===== src/rtl/addsub_operand_seq_pkg.sv =====
// Shared definitions for the add/sub operand sequencer: FSM state encoding
// and the add/subtract mode selectors.
package addsub_operand_seq_pkg;

    typedef enum logic [1:0] {
        IDLE  = 2'd0,
        GOT_A = 2'd1,
        EXEC  = 2'd2,
        HOLD  = 2'd3
    } state_t;

    localparam int MODE_ADD = 1;
    localparam int MODE_SUB = 0;

endpackage


===== src/rtl/addsub_operand_seq_core.sv =====
// Combinational add/sub datapath; the top bit of res is carry (add) or borrow (sub).
module addsub_core
    import addsub_operand_seq_pkg::*;
#(
    parameter int WIDTH = 4,
    parameter int MODE  = MODE_ADD
) (
    input  logic [WIDTH-1:0] a,
    input  logic [WIDTH-1:0] b,
    output logic [WIDTH:0]   res
);

    // At WIDTH+1 bits the subtract wraps negative exactly when a < b unsigned.
    generate
        if (MODE == MODE_ADD) begin : g_add
            assign res = {1'b0, a} + {1'b0, b};
        end else begin : g_sub
            assign res = {1'b0, a} - {1'b0, b};
        end
    endgenerate

endmodule


===== src/rtl/addsub_operand_seq.sv =====
// Collects two serial operands, registers the add/sub result with its flag,
// and holds it until downstream accepts; counts completed operations.
module addsub_operand_seq
    import addsub_operand_seq_pkg::*;
#(
    parameter int WIDTH = 4,
    parameter int MODE  = MODE_ADD
) (
    input  logic             clk,
    input  logic             rst,
    input  logic [WIDTH-1:0] in_data,
    input  logic             in_valid,
    output logic             in_ready,
    output logic [WIDTH-1:0] out_result,
    output logic             out_flag,
    output logic             out_valid,
    input  logic             out_ready,
    output logic [7:0]       op_count
);

    state_t           state_q, state_d;
    logic [WIDTH-1:0] a_q, a_d;
    logic [WIDTH-1:0] b_q, b_d;
    logic [WIDTH-1:0] result_q, result_d;
    logic             flag_q, flag_d;
    logic             valid_q, valid_d;
    logic [7:0]       count_q, count_d;
    logic [WIDTH:0]   core_res;

    addsub_core #(
        .WIDTH (WIDTH),
        .MODE  (MODE)
    ) u_core (
        .a   (a_q),
        .b   (b_q),
        .res (core_res)
    );

    assign in_ready   = (state_q == IDLE) || (state_q == GOT_A);
    assign out_result = result_q;
    assign out_flag   = flag_q;
    assign out_valid  = valid_q;
    assign op_count   = count_q;

    always_comb begin
        state_d  = state_q;
        a_d      = a_q;
        b_d      = b_q;
        result_d = result_q;
        flag_d   = flag_q;
        valid_d  = valid_q;
        count_d  = count_q;
        case (state_q)
            IDLE: begin
                if (in_valid) begin
                    a_d     = in_data;
                    state_d = GOT_A;
                end
            end
            GOT_A: begin
                if (in_valid) begin
                    b_d     = in_data;
                    state_d = EXEC;
                end
            end
            EXEC: begin
                result_d = core_res[WIDTH-1:0];
                flag_d   = core_res[WIDTH];
                valid_d  = 1'b1;
                state_d  = HOLD;
            end
            HOLD: begin
                // Result and flag stay registered after the handshake; only valid drops.
                if (out_ready) begin
                    valid_d = 1'b0;
                    count_d = count_q + 8'd1;
                    state_d = IDLE;
                end
            end
            default: state_d = IDLE;
        endcase
    end

    always_ff @(posedge clk) begin
        if (rst) begin
            state_q  <= IDLE;
            a_q      <= '0;
            b_q      <= '0;
            result_q <= '0;
            flag_q   <= 1'b0;
            valid_q  <= 1'b0;
            count_q  <= 8'd0;
        end else begin
            state_q  <= state_d;
            a_q      <= a_d;
            b_q      <= b_d;
            result_q <= result_d;
            flag_q   <= flag_d;
            valid_q  <= valid_d;
            count_q  <= count_d;
        end
    end

endmodule


===== config.mk =====
export PLATFORM = sky130hd
export DESIGN_NAME = addsub_operand_seq
export DESIGN_NICKNAME = d
export VERILOG_FILES = /design/src/rtl/addsub_operand_seq_pkg.sv /design/src/rtl/addsub_operand_seq_core.sv /design/src/rtl/addsub_operand_seq.sv
export SDC_FILE = /design/constraint.sdc
export NUM_CORES = 1
export LEC_CHECK = 0
export ABC_CLOCK_PERIOD_IN_PS = 4700
export CORE_MARGIN = 4
export CORE_UTILIZATION = 53
export CTS_CLUSTER_DIAMETER = 40
export DETAILED_ROUTE_END_ITERATION = 8
export PLACE_DENSITY_LB_ADDON = 0.08
export SETUP_SLACK_MARGIN = 0.4
export SKIP_CTS_REPAIR_TIMING = 1
export SLEW_MARGIN = 15
export SYNTH_ARGS = -nofsm -noshare
export SYNTH_HDL_FRONTEND = slang
export SYNTH_SLANG_ARGS = --single-unit

===== constraint.sdc =====
create_clock -name clk -period 4.7 [get_ports clk]
set_clock_uncertainty 0.1 [all_clocks]
set_input_delay 0.705 -clock clk [delete_from_list [all_inputs] [get_ports clk]]
set_output_delay 0.705 -clock clk [all_outputs]
set_load 0.03 [all_outputs]

# ---- Word-level counts from Yosys, hierarchy flattened
# Index checks and enable logic that the tools add are counted.
dict set report word_totals {
  ff_bits 24
  input_bits 8
}
dict set report op_classes {
  n_reduce_logical 8
  n_eq_ne 6
  n_mux 6
  n_addsub 2
}
# op n
set op_table {}
lappend op_table {{adder 8 x 1 -> 8 bit, second input constant} 1}
lappend op_table {{one-hot mux 2 bit (4 select lines)} 1}
lappend op_table {{AND reduction 2 bit} 4}
lappend op_table {{2-to-1 mux 2 bit} 3}
lappend op_table {{inequality test 2 bit, second input constant} 3}
lappend op_table {{adder 4 x 4 -> 5 bit} 1}
lappend op_table {{== test 2 bit, second input constant} 2}
lappend op_table {{AND reduction 3 bit} 1}
lappend op_table {{== test 2 x 1 -> 1 bit, second input constant} 1}
lappend op_table {{logical NOT 2 bit} 1}
lappend op_table {{one-hot mux 1 bit (2 select lines)} 1}
lappend op_table {{nonzero test 2 bit} 1}
lappend op_table {{logical OR 1 bit} 1}
lappend op_table {{2-to-1 mux 1 bit} 1}

# ---- Depth between registers and ports, before layout
dict set report logic_depth {
  ltp_word 3
  depth_mapped 6
  mapped_depth_nobuf 6
}

# ---- Modules after synthesis
# From an unflattened synthesis, not the netlist that was laid out.
dict set report hier_totals {
  hier_cells 132
  area_unflattened_um2 1166.1
}
# mod seq_area_each_um2 instances area_per_inst_um2 cells_each
set modules_own_cells {}
lappend modules_own_cells {addsub_operand_seq 480.5 1 1029.7 116}
lappend modules_own_cells {addsub_core 0.0 1 136.4 16}

# ---- Least setup slack after synthesis
# Ideal clock, no wire load.
dict set report synth_path {
  path_kind {register to output}
  start {reg state_q[0]}
  end {out in_ready}
  n_path_buf 0
  path_slack_ns 2.822
  required_time_ns 3.895
  stages_incl_launch_ff 4
  arrival_ns 1.073
  cell_sequence {dfxtp_1 -> inv_1 -> ha_1 -> or2_2}
}
dict set report synth_between {
  elab_chain_cells 2
  word_cells_on_any_way 3
  cone_classes {eq/ne (1); reduce/logical (2)}
}
# element line
set synth_rtl {}
lappend synth_rtl {{start, declared} addsub_operand_seq.sv:21} ;# state_t state_q, state_d;
lappend synth_rtl {{start signal, assigned} addsub_operand_seq.sv:94} ;# state_q <= state_d;
lappend synth_rtl {{== test 2 x 1 -> 1 bit or logical NOT 2 bit (tied branches)} addsub_operand_seq.sv:39} ;# assign in_ready = (state_q == IDLE) || (state_q == GOT_A);
lappend synth_rtl {{logical OR 1 bit *} addsub_operand_seq.sv:39}
lappend synth_rtl {{end, declared} addsub_operand_seq.sv:13} ;# output logic in_ready,
# Mark *: on every way between the ends. The rest lies on a longest branch, timed or not.

# ---- Worst setup path after layout
# Ends and elaborated chain as after synthesis.

==> results.cfg <==
[power]
vdd_drop_max_mv = 0.306
p_sw_share_pct = 37.1
p_leak_nw = 0.521
power_frac_seq_pct = 42.2
intPower_uw = 383
p_comb_share_pct = 39.9
p_switching_uw = 226
power.density_nw_per_um2 = 429
p_clk_share_pct = 18.0

[detailed_routing]
wl_per_cell_um = 13.0
met3_length_um = 54
top_layer_used = met4
drtAntennaViolNets = 0
via_per_inst = 5.36
first_iter_violations = 4
vias = 965
drt_wl_total_mm = 2.33
wl_met1_mm = 1.11
drcViolationCount = 0
first_pass_iters = 4
wl_met2_mm = 1.13

[sta]
worst_slew_pin_slew_ns = 0.902
rsz0062_at_grt = false
relSlewSlack_pct = 39.7
fin_tns_setup_ns = 0
hold_viol_final = 0
fin_crit_sh_pct = 60.1
period_minus_slack_ns = 2.82
report.final.setup_viol = 0
report.final.slew_viol_count = 0
clock.fmax_ghz = 0.354

[logic_synthesis]
ys_types = 28
syn-num-nets = 151
synth_compound_area_share_pct = 16.9
synth_top_family_by_area = simple AND/OR/NAND/NOR gates
synth-simple-area-share_pct = 19.9
netlist_area_um2 = 1150
synthXorXnorAreaFrac_pct = 2.29
syn_inst = 132
synthMuxAreaShare_pct = 1.74
synthAdderAreaFrac_pct = 12.6
synth-seq-area-share_pct = 41.8
syn_area_per_cell_um2 = 8.70
yosys_warnings = 0
ys_seq_elements = 24

[grt]
grt_pass1_vias = 976
grtUsageTotal_pct = 18.6
antenna_found_initial = 0
grt_start_max_net_pins = 27
grt_first_pass_wirelength_mm = 3.95
gr-total-overflow = 0

[clock_tree]
cts_max_level = 1
max-clock-path-buffers = 2
insertion_delay_ns = 0.31
clock-sinks = 24
cts_tree = yes
numCtsBuffers = 3
clkTransAtPathRegs_ns = 0.13
cts-root-buf = clkbuf_4

[floorplanning]
fp.coreArea_um2 = 2000
initial_utilization_pct = 57.4
die_w_um = 54.6
dieArea_um2 = 2980
io-pin-count = 23
rows = 16
die_h_um = 54.6

[layout]
stdcell_count = 180
mostFrequentLayoutCells = 24 x dfxtp_1, 22 x clkdlybuf4s50_1, 17 x a21oi_1
final_util_pct = 70.9
layout-drive-gt1-share_pct = 4.58
fin_nets = 173
final_common_cell = dfxtp_1
syn2layout_area_growth_pct = 23.5
antenna_cells = 0

[critical_path]
cp.required_ns = 3.89
worstPathArrival_ns = 2.02
crit_chain = inv_1 -> ha_1 -> or2_2 -> clkdlybuf4s50_1
critPathSlowestCell = clkdlybuf4s50_1
cp_slowest_stage_delay_ns = 0.59
path_class = register to output port
end_kind = output port
cp-start-kind = register
r2r_slack_ns = 2.96
crit_fanout = 7

[place]
dp.cells = 176
port_buffers = 22
place_hpwl_mm = 1.72
gp_congestion = 0.722

[hold_path]
hold_class = register to register

[flow_run]
cap_violations = 0

[status]
status = finished clean
[metal layers]
metal  vias to the layer above  track usage, %
met3                         5            2.45
met5                         -               0
li1                        501               -
met1                       442            21.4
met4                         0            8.71
met2                        17            33.7
[synth_stat cells]
cell | instances | share of area, %
fa_1 | 1 | 1.7
clkbuf_1 | 4 | 1.3
o31ai_1 | 1 | 0.65
o21bai_1 | 1 | 0.65
a211oi_1 | 1 | 0.65
inv_1 | 9 | 2.9
nor2_1 | 8 | 2.6
xnor2_1 | 2 | 1.5
ha_1 | 10 | 11
nand4_2 | 2 | 2.2
dfxtp_1 | 24 | 42
buf_2 | 1 | 0.44
nand2b_1 | 1 | 0.55
mux2i_1 | 2 | 1.7
nand3_1 | 12 | 5.2
nor2b_1 | 1 | 0.55
a311oi_1 | 2 | 1.5
o21ai_0 | 5 | 2.2
a2bb2oi_1 | 1 | 0.76
nand2_1 | 15 | 4.9
or4_1 | 1 | 0.65
a21o_1 | 2 | 1.3
or3_1 | 5 | 2.7
xor2_1 | 1 | 0.76
or2_2 | 1 | 0.55
a21oi_1 | 17 | 7.4
o221ai_1 | 1 | 0.76
a2111o_1 | 1 | 0.98
[sequential cells by signal, indices dropped and copies added (netlist names)]
signal / flops
state_q: 2
op_count: 8
out_flag: 1
out_valid: 1
a_q: 4
b_q: 4
out_result: 4
[through the flow]
step / worst slack, ns / cell area, um2 / total power [mW] / hold WS, ns
after floorplan: 2.82 / 1150 / 0.430 / 0.340
after global placement: 2.28 / 1380 / 0.496 / 0.351
after detailed placement: 2.24 / 1380 / 0.504 / 0.358
after CTS: 1.87 / 1420 / 0.613 / 0.378
after global routing: 1.79 / 1420 / 0.653 / 0.405
final: 1.88 / 1420 / 0.609 / 0.376
[final cells by class]
type / instances / area, um2
sequential: 24 / 480
clock buffer: 4 / 36.3
timing repair buffer: 22 / 220
fill: 171 / 583
inverter: 9 / 33.8
multi-input combinational: 94 / 614
tap: 27 / 33.8
[path summary, 6_finish.rpt]
check / end / from / depth (start not counted)
hold reg to reg: a_q[2] / a_q[2] / 2
hold / removal: a_q[2] / a_q[2] / 2
setup / recovery: in_ready / state_q[0] / 4
setup reg to reg: out_result[3] / state_q[0] / 5
[cells by family after synthesis]
logic type,count (synthesis)
AND/OR/NAND/NOR,46
AO/OA/AOI/OAI,32
multiplexers,2
buffers and inverters,14
flip-flops,24
adder cells (fa/ha/maj),11
XOR/XNOR,3
[power groups by stage]
| stage | Clock, mW | Combinational [mW] | Sequential (mW) |
|---|---|---|---|
| finish | 0.109 | 0.243 | 0.257 |
| global route | 0.120 | 0.273 | 0.260 |
| CTS | 0.113 | 0.244 | 0.257 |
| detailed placement | 0 | 0.243 | 0.261 |
| global placement | 0 | 0.237 | 0.258 |
| floorplan | 0 | 0.149 | 0.281 |
[critical path: cells and delay by family, from the launching register on]
family | cells | cell delay (ns)
adders and majority gates | 1 | 0.28
buffers and inverters | 2 | 0.69
DFF | 1 | 0.42
and+or+nand+nor | 1 | 0.31
No activity file was read; power rests on OpenSTA's default activity.
